--- config.mk ---
export PLATFORM = sky130hd
export DESIGN_NAME = byte_serial_add_seq_flat
export DESIGN_NICKNAME = d
export VERILOG_FILES = /design/src/rtl/byte_serial_add_seq_pkg.sv /design/src/rtl/byte_serial_add_seq_if.sv /design/src/rtl/byte_serial_add_seq_adder.sv /design/src/rtl/byte_serial_add_seq.sv /design/src/flat_wrapper.sv
export SDC_FILE = /design/constraint.sdc
export NUM_CORES = 1
export LEC_CHECK = 0
export BUFFER_PORTS_ARGS = -buffer_cell sky130_fd_sc_hd__buf_4
export CORE_MARGIN = 1
export CORE_UTILIZATION = 45
export CTS_CLUSTER_SIZE = 24
export DETAILED_ROUTE_END_ITERATION = 8
export PLACE_DENSITY = 0.68
export SYNTH_ARGS = -nofsm -noshare
export SYNTH_HDL_FRONTEND = slang
export SYNTH_SLANG_ARGS = --single-unit
export TNS_END_PERCENT = 30
--- constraint.sdc ---
create_clock -name clk -period 7.48 [get_ports clk]
set_clock_uncertainty 0.05 [all_clocks]
set_input_delay 0.748 -clock clk [delete_from_list [all_inputs] [get_ports clk]]
set_output_delay 0.748 -clock clk [all_outputs]
set_load 0.01 [all_outputs]
--- src/rtl/byte_serial_add_seq_pkg.sv ---
// Shared constants and types for the byte-serial wide adder controller.
package add_seq_pkg;

  localparam int BYTE_W = 8;

  typedef enum logic [1:0] {
    IDLE = 2'd0,
    RUN  = 2'd1,
    DONE = 2'd2
  } add_seq_state_t;

  // Byte counter width: max(1, clog2(nbytes)).
  function automatic int cnt_width(input int nbytes);
    return (nbytes <= 2) ? 1 : $clog2(nbytes);
  endfunction

endpackage

--- src/rtl/byte_serial_add_seq_if.sv ---
// Operand-in / result-out handshake bundle for byte_serial_add_seq.
interface byte_serial_add_seq_if
  import add_seq_pkg::*;
#(
  parameter int NBYTES = 4
);
  localparam int W = BYTE_W * NBYTES;

  logic         in_valid;
  logic         in_ready;
  logic [W-1:0] in_a;
  logic [W-1:0] in_b;
  logic         in_cin;
  logic         out_valid;
  logic         out_ready;
  logic [W-1:0] out_sum;
  logic         out_carry;
  logic         out_ovf;
  logic         out_zero;

  modport master (
    output in_valid, in_a, in_b, in_cin, out_ready,
    input  in_ready, out_valid, out_sum, out_carry, out_ovf, out_zero
  );

  modport slave (
    input  in_valid, in_a, in_b, in_cin, out_ready,
    output in_ready, out_valid, out_sum, out_carry, out_ovf, out_zero
  );

endinterface

--- src/rtl/byte_serial_add_seq_adder.sv ---
// Purely combinational 8-bit adder with carry-in; the shared byte datapath.
module byte_serial_add_seq_adder
  import add_seq_pkg::*;
(
  input  logic [BYTE_W-1:0] a,
  input  logic [BYTE_W-1:0] b,
  input  logic              carry_in,
  output logic [BYTE_W-1:0] sum,
  output logic              carry_out
);

  assign {carry_out, sum} = {1'b0, a} + {1'b0, b} + {{BYTE_W{1'b0}}, carry_in};

endmodule

--- src/rtl/byte_serial_add_seq.sv ---
// Wide-operand adder that reuses one 8-bit adder, LS byte first, one byte per cycle.
module byte_serial_add_seq
  import add_seq_pkg::*;
#(
  parameter int NBYTES = 4
)
(
  input  logic                 clk,
  input  logic                 rst,
  byte_serial_add_seq_if.slave bus
);

  localparam int              W    = BYTE_W * NBYTES;
  localparam int              CW   = cnt_width(NBYTES);
  localparam logic [CW-1:0]   LAST = CW'(NBYTES - 1);

  add_seq_state_t    state;
  logic [CW-1:0]     cnt;
  logic [W-1:0]      a_sh;
  logic [W-1:0]      b_sh;
  logic [W-1:0]      sum_r;
  logic              carry_r;
  logic              ovf_r;
  logic [BYTE_W-1:0] byte_sum;
  logic              byte_cout;
  logic              msb_cin;

  // Operand bytes are shifted down so the active byte is always at the bottom.
  byte_serial_add_seq_adder u_adder (
    .a         (a_sh[BYTE_W-1:0]),
    .b         (b_sh[BYTE_W-1:0]),
    .carry_in  (carry_r),
    .sum       (byte_sum),
    .carry_out (byte_cout)
  );

  // Carry into bit 7 of the current byte, recovered from the sum bit.
  assign msb_cin = a_sh[BYTE_W-1] ^ b_sh[BYTE_W-1] ^ byte_sum[BYTE_W-1];

  always_ff @(posedge clk) begin
    if (rst) begin
      state   <= IDLE;
      cnt     <= '0;
      sum_r   <= '0;
      carry_r <= 1'b0;
      ovf_r   <= 1'b0;
    end else begin
      case (state)
        IDLE: begin
          if (bus.in_valid) begin
            state   <= RUN;
            cnt     <= '0;
            sum_r   <= '0;
            carry_r <= bus.in_cin;
            ovf_r   <= 1'b0;
          end
        end
        RUN: begin
          // Each new byte enters at the top; after NBYTES shifts byte k sits at position k.
          sum_r   <= (sum_r >> BYTE_W) | (W'(byte_sum) << (W - BYTE_W));
          carry_r <= byte_cout;
          cnt     <= cnt + 1'b1;
          if (cnt == LAST) begin
            ovf_r <= msb_cin ^ byte_cout;
            state <= DONE;
          end
        end
        DONE: begin
          if (bus.out_ready) state <= IDLE;
        end
        default: state <= IDLE;
      endcase
    end
  end

  // Operand registers carry data only and need no reset.
  always_ff @(posedge clk) begin
    if (state == IDLE && bus.in_valid) begin
      a_sh <= bus.in_a;
      b_sh <= bus.in_b;
    end else if (state == RUN) begin
      a_sh <= a_sh >> BYTE_W;
      b_sh <= b_sh >> BYTE_W;
    end
  end

  assign bus.in_ready  = (state == IDLE);
  assign bus.out_valid = (state == DONE);
  assign bus.out_sum   = sum_r;
  assign bus.out_carry = carry_r;
  assign bus.out_ovf   = ovf_r;
  assign bus.out_zero  = (state == DONE) && (sum_r == '0);

endmodule

--- src/flat_wrapper.sv ---
// flat-port wrapper written by rule: the top's interface ports become plain ports
module byte_serial_add_seq_flat import add_seq_pkg::*;
#(
  parameter int NBYTES = 4
)
  (clk, rst, bus_in_valid, bus_in_a, bus_in_b, bus_in_cin, bus_out_ready, bus_in_ready, bus_out_valid, bus_out_sum, bus_out_carry, bus_out_ovf, bus_out_zero);
  byte_serial_add_seq_if #(.NBYTES(NBYTES)) bus_i ();
  input  logic clk;
  input  logic rst;
  input wire logic [$bits(bus_i.in_valid)-1:0] bus_in_valid;
  input wire logic [$bits(bus_i.in_a)-1:0] bus_in_a;
  input wire logic [$bits(bus_i.in_b)-1:0] bus_in_b;
  input wire logic [$bits(bus_i.in_cin)-1:0] bus_in_cin;
  input wire logic [$bits(bus_i.out_ready)-1:0] bus_out_ready;
  output wire logic [$bits(bus_i.in_ready)-1:0] bus_in_ready;
  output wire logic [$bits(bus_i.out_valid)-1:0] bus_out_valid;
  output wire logic [$bits(bus_i.out_sum)-1:0] bus_out_sum;
  output wire logic [$bits(bus_i.out_carry)-1:0] bus_out_carry;
  output wire logic [$bits(bus_i.out_ovf)-1:0] bus_out_ovf;
  output wire logic [$bits(bus_i.out_zero)-1:0] bus_out_zero;
  assign bus_i.in_valid = bus_in_valid;
  assign bus_i.in_a = bus_in_a;
  assign bus_i.in_b = bus_in_b;
  assign bus_i.in_cin = bus_in_cin;
  assign bus_i.out_ready = bus_out_ready;
  assign bus_in_ready = bus_i.in_ready;
  assign bus_out_valid = bus_i.out_valid;
  assign bus_out_sum = bus_i.out_sum;
  assign bus_out_carry = bus_i.out_carry;
  assign bus_out_ovf = bus_i.out_ovf;
  assign bus_out_zero = bus_i.out_zero;
  byte_serial_add_seq #(.NBYTES(NBYTES)) u_core (.clk(clk), .rst(rst), .bus(bus_i));
endmodule
### Word-level counts from Yosys, hierarchy flattened

Cells that the tools add are included.

* reductions and logical operators: 9
* muxes and demuxes: 17
* add/subtract/negate cells: 3
* bitwise logic cells: 4
* equality and inequality tests: 6

Operators with widths (number)
* 32-bit 2-to-1 mux: 5
* 32-bit one-hot mux with 2 select lines: 1
* 32-bit zero test: 1
* 24-bit by 32-bit bitwise OR with 32-bit output: 1
* 8-bit by 8-bit adder with 9-bit output: 1
* 9-bit by 1-bit adder with 9-bit output: 1
* 2-bit 2-to-1 mux: 4
* 2-bit one-hot mux with 3 select lines: 1
* 3-bit AND reduction: 2
* 2-bit equality test, second input constant: 2
* 2-bit != test, second input constant: 2
* 1-bit one-hot mux with 2 select lines: 2
* 2-bit one-hot mux with 2 select lines: 1
* 2-bit nonzero test: 2
* 1-bit 2-to-1 mux: 3
* 1-bit XOR: 3
* 2-bit by 1-bit adder with 2-bit output, second input constant: 1
* 2-bit by 1-bit equality test with 1-bit output, second input constant: 1
* 1-bit logical AND: 2
* 2-bit zero test: 1
* 2-bit by 1-bit != test with 1-bit output, second input constant: 1
* 2-bit AND reduction: 1

* output and inout port bits: 37
* register bits after elaboration: 102
* logic and storage cells: 46

### Logic depth before layout (Yosys ltp)

* depth after elaboration: 6
* mapped depth: 8
* mapped depth without buffers: 8

### Hierarchy

Synthesis repeated with hierarchy kept, for this count alone.

* cells, all modules: 464
* area, all modules: 4491.8 sq um

By module, submodules not included
* byte_serial_add_seq: seq. area each 2682.6 sq um, cells each 426, times used 1, area each 4179.0 sq um
* byte_serial_add_seq_adder: seq. area each 0.0 sq um, cells each 38, times used 1, area each 312.8 sq um

### Least setup slack after synthesis

No wires, ideal clock.

* path kind: input port to flip-flop
* start: input bus_in_valid
* end: register u_core.a_sh[0] (enable)
* data arrival time: 2.462 ns
* setup slack: 4.550 ns
* data required time: 7.012 ns
* cell stages on the path: 3
* path buffers: 0
* cell sequence: nor3b_1 -> nor2_1 -> inv_1

* word-level cells in the longest chain between the ends: 2

Ends and longest elaborated chain
* from (decl): RTL line flat_wrapper.sv:10 `input wire logic [$bits(bus_i.in_valid)-1:0] bus_in_valid;`
* 1-bit logical AND: RTL line byte_serial_add_seq.sv:78 `if (state == IDLE && bus.in_valid) begin`
* 2-bit nonzero test (no line)
* to (signal assigned): RTL line byte_serial_add_seq.sv:79 `a_sh <= bus.in_a;`
* to (signal assigned): RTL line byte_serial_add_seq.sv:82 `a_sh <= a_sh >> BYTE_W;`
* to (decl): RTL line byte_serial_add_seq.sv:19 `logic [W-1:0] a_sh;`

No other way between the ends.
A chain may end at the register's enable or synchronous reset.

### Worst setup path in the final report

* start: register u_core.sum_r[27] (netlist: u_core.bus.out_sum[27])
* end: output bus_out_zero

* word-level cells in the longest chain between the ends: 2

Ends and longest elaborated chain
* from (decl): RTL line byte_serial_add_seq.sv:21 `logic [W-1:0] sum_r;`
* from (signal assigned): RTL line byte_serial_add_seq.sv:60 `sum_r <= (sum_r >> BYTE_W) | (W'(byte_sum) << (W - BYTE_W));`
* 32-bit zero test: RTL line byte_serial_add_seq.sv:92 `assign bus.out_zero = (state == DONE) && (sum_r == '0);`
* 1-bit logical AND: RTL line byte_serial_add_seq.sv:92
* to (decl): RTL line flat_wrapper.sv:20 `output wire logic [$bits(bus_i.out_zero)-1:0] bus_out_zero;`

No other way between the ends.

==> impl_metrics.tcl <==
set metrics [dict create \
    critPathSlowestCell "dfxtp_1" \
    ys_ff_latch 102 \
    wl_per_cell_um 13.41 \
    layout_commonest_cell "nand2_1" \
    slowest_delay_ns 0.36 \
    yosysUniqueCellTypes 38 \
    grt.overflow.total 0 \
    netlist_instances 471 \
    postRouteWirelength_um 9416 \
    status "finished, final reports clean" \
    preCtsSetupSlack_ns 5.149 \
    ant_nets 0 \
    grt_usage 0.1917 \
    drv_cap 0 \
    row_count 36 \
    p_seq_frac 0.562 \
    ff2ff_path_depth 8 \
    final_cell_mix "nand2_1 (174), buf_4 (110), edfxtp_1 (64)" \
    drive_above_1_share 0.2320 \
    port_buffers 105 \
    finalHoldViolCount 0 \
    r2r_setup_slack_ns 5.16 \
    p_comb_frac 0.175 \
    fin_crit_ns 2.390 \
    start_util 0.4604 \
    slew_violations 0 \
    root_buffer "clkbuf_8" \
    cellPowerDensity_nw_per_um2 221.9 \
    grt_pass1_wl_um 15320 \
    ys.flop_type "edfxtp_1" \
    critPathMaxFanout 4 \
    hold_start "u_core.bus.out_sum[6]$_SDFFE_PP0P_" \
    max_slew_margin 0.4527 \
    vias_per_cell 5.074 \
    synth.avg_cell_area_sq_um 9.510 \
    clock_sinks 102 \
    htree_levels 3 \
    insertion_delay_ns 0.37 \
    gp_congestion 0.8742 \
    dp_hpwl_um 6206 \
    multi_input_area_sq_um 1657 \
    postCtsHoldBufs 0 \
    die-width_um 101.8 \
    ys_warn_count 0 \
    hold_path_end "u_core.bus.out_sum[6]$_SDFFE_PP0P_" \
    cp-start-kind "register" \
    power_switching_mw 0.3450 \
    cp_cell_sequence "nor4_1 -> nand4_1 -> nor3_1 -> buf_4" \
    die_h_um 101.8 \
    synth_nets 550 \
    fmax_ghz 0.4184 \
    setup_ws_ns 5.090 \
    grtUsageMet3 0.03313 \
    finalSetupTns_ns 0 \
    timing.rr.end "u_core.bus.out_ovf$_SDFFE_PP0P_" \
    drc 0 \
    regArea_sq_um 2683 \
    synthArstFlopShare 0 \
    arrival_ns 1.59 \
    post-route-period-util 0.3195 \
    clockPowerShare 0.264 \
    grt_use_met2 0.3207 \
    hp-class "reg2reg" \
    die_area_sq_um 10360 \
    diodes 0 \
    cts_resized 0 \
    numCtsBuffers 9 \
    path_clk_slew_ns 0.11 \
    setup.worst_path.end_class "primary output" \
    post_cts_buffers 0 \
    use_met1 0.2478 \
    criticalPathCategory "reg2out" \
    grt_pass1_vias 3281 \
    final-setup-viol-count 0 \
    swShare 0.2812 \
    worst_pin_slew_ns 0.8209 \
    rsz0062_at_grt "false" \
    hold_depth 2 \
    required_ns 6.68 \
    grt_max_degree 82 \
    netlist_area_sq_um 4479 \
    r2r_start "u_core.bus.out_carry$_SDFFE_PP0P_" \
    ir_drop_uv 93.16 \
    synth_edf_count 64 \
    fillerInstances 889 \
    power_mw 1.227 \
    antenna_found_initial 0 \
    drt-pass1-iter-count 4 \
    ios 106 \
    intPower_mw 0.8818 \
    areaGrowthSynthToFinish_pct 23.41 \
    drt-initial-drc-count 126 \
    p_leak_nw 2.397 \
    cts_tree "built" \
    vias 3562 \
    design.core.area_sq_um 9729 \
    top_usage_layer "met2" \
    clockBufferDepth 2 \
    fin_nets 643 \
    synth_seq_area_share 0.5989 \
]
synth_stat cells (2+ instances only):
library cell    n  area, sq um
a31oi_1         3        18.77
clkbuf_1       20        75.07
and2_1         16        100.1
nor2b_1         3        18.77
o21ai_0         7        35.03
nor4b_1         2        17.52
nor2_1         16        60.06
inv_1           5        18.77
nor3_1          5        25.02
nand2b_1        5        31.28
nor4_1          8        50.05
buf_1           2        7.510
fa_1            2        40.04
nand2_1       175        656.9
ha_1            8        100.1
buf_2           3        15.01
dfxtp_1        38        760.7
buf_6           3        33.78
o21a_1          2        15.01
edfxtp_1       64         1922
a211oi_1        2        15.01
a21oi_1        34        170.2
nand3_1        32        160.2
nand4b_1        2        17.52
flip-flops by register name (all words and copies together) (netlist names):
name,flops
u_core.a_sh,32
u_core.bus.out_carry,1
u_core.state,2
u_core.bus.out_sum,32
u_core.cnt,2
u_core.bus.out_ovf,1
u_core.b_sh,32
through the flow:
stage	area [sq um]	util	std cells	hold slack [ns]
floorplan	4479	-	471	0.4016
global placement	5350	0.5499	686	0.4076
detailed placement	5350	0.5499	686	0.4247
CTS	5528	0.5682	702	0.4415
global route	5528	0.5682	702	0.4629
finish	5528	0.5682	702	0.4411
worst max path at each step:
stage	start	end	cells after the start
finish	u_core.bus.out_sum[27]$_SDFFE_PP0P_	bus_out_zero	4
global route	u_core.bus.out_carry$_SDFFE_PP0P_	u_core.bus.out_ovf$_SDFFE_PP0P_	8
CTS	u_core.bus.out_sum[27]$_SDFFE_PP0P_	bus_out_zero	4
detailed placement	bus_in_valid	u_core.b_sh[27]$_SDFFCE_PN0P_	5
global placement	bus_in_valid	u_core.b_sh[26]$_SDFFCE_PN0P_	5
floorplan	bus_in_valid	u_core.a_sh[0]$_DFFE_PP_	3
routing by layer:
metal | vias to the layer above | share of wire | routed length (um)
met5 | - | 0 | 0
met4 | 0 | 0.019 | 183
met3 | 14 | 0.052 | 489
met2 | 119 | 0.49 | 4582
met1 | 1639 | 0.44 | 4161
li1 | 1790 | - | -
final cells by class:
cell class | instances | share of cell area
Clock inverter | 7 | 0.009733
Inverter | 5 | 0.003395
Multi-Input combinational cell | 336 | 0.2997
Tap cell | 133 | 0.03010
Clock buffer | 9 | 0.02241
Sequential cell | 102 | 0.4853
Timing Repair Buffer | 110 | 0.1494
power by group through the flow:
stage	logic, mW	clock network (mW)	registers (mW)
after floorplan	0.138	0	0.699
after global placement	0.209	0	0.700
after detailed placement	0.213	0	0.702
after global routing	0.242	0.349	0.695
after CTS	0.215	0.331	0.689
final	0.214	0.323	0.689
cell families after synthesis:
group / Yosys count / share of synthesized area
flops: 102 / 0.5989
simple gates: 270 / 0.2631
buf+inv: 33 / 0.03352
mux: 1 / 0.002235
fa+ha+maj: 10 / 0.03129
compound gates: 55 / 0.07095
critical path, delay by kind of cell, from the launching register on:
| family | cells | cell delay [ns] |
|---|---|---|
| AND/OR/NAND/NOR | 3 | 0.71 |
| flip-flops | 1 | 0.36 |
| buffers and inverters | 1 | 0.16 |
No activity file was read; power rests on OpenSTA's default activity.
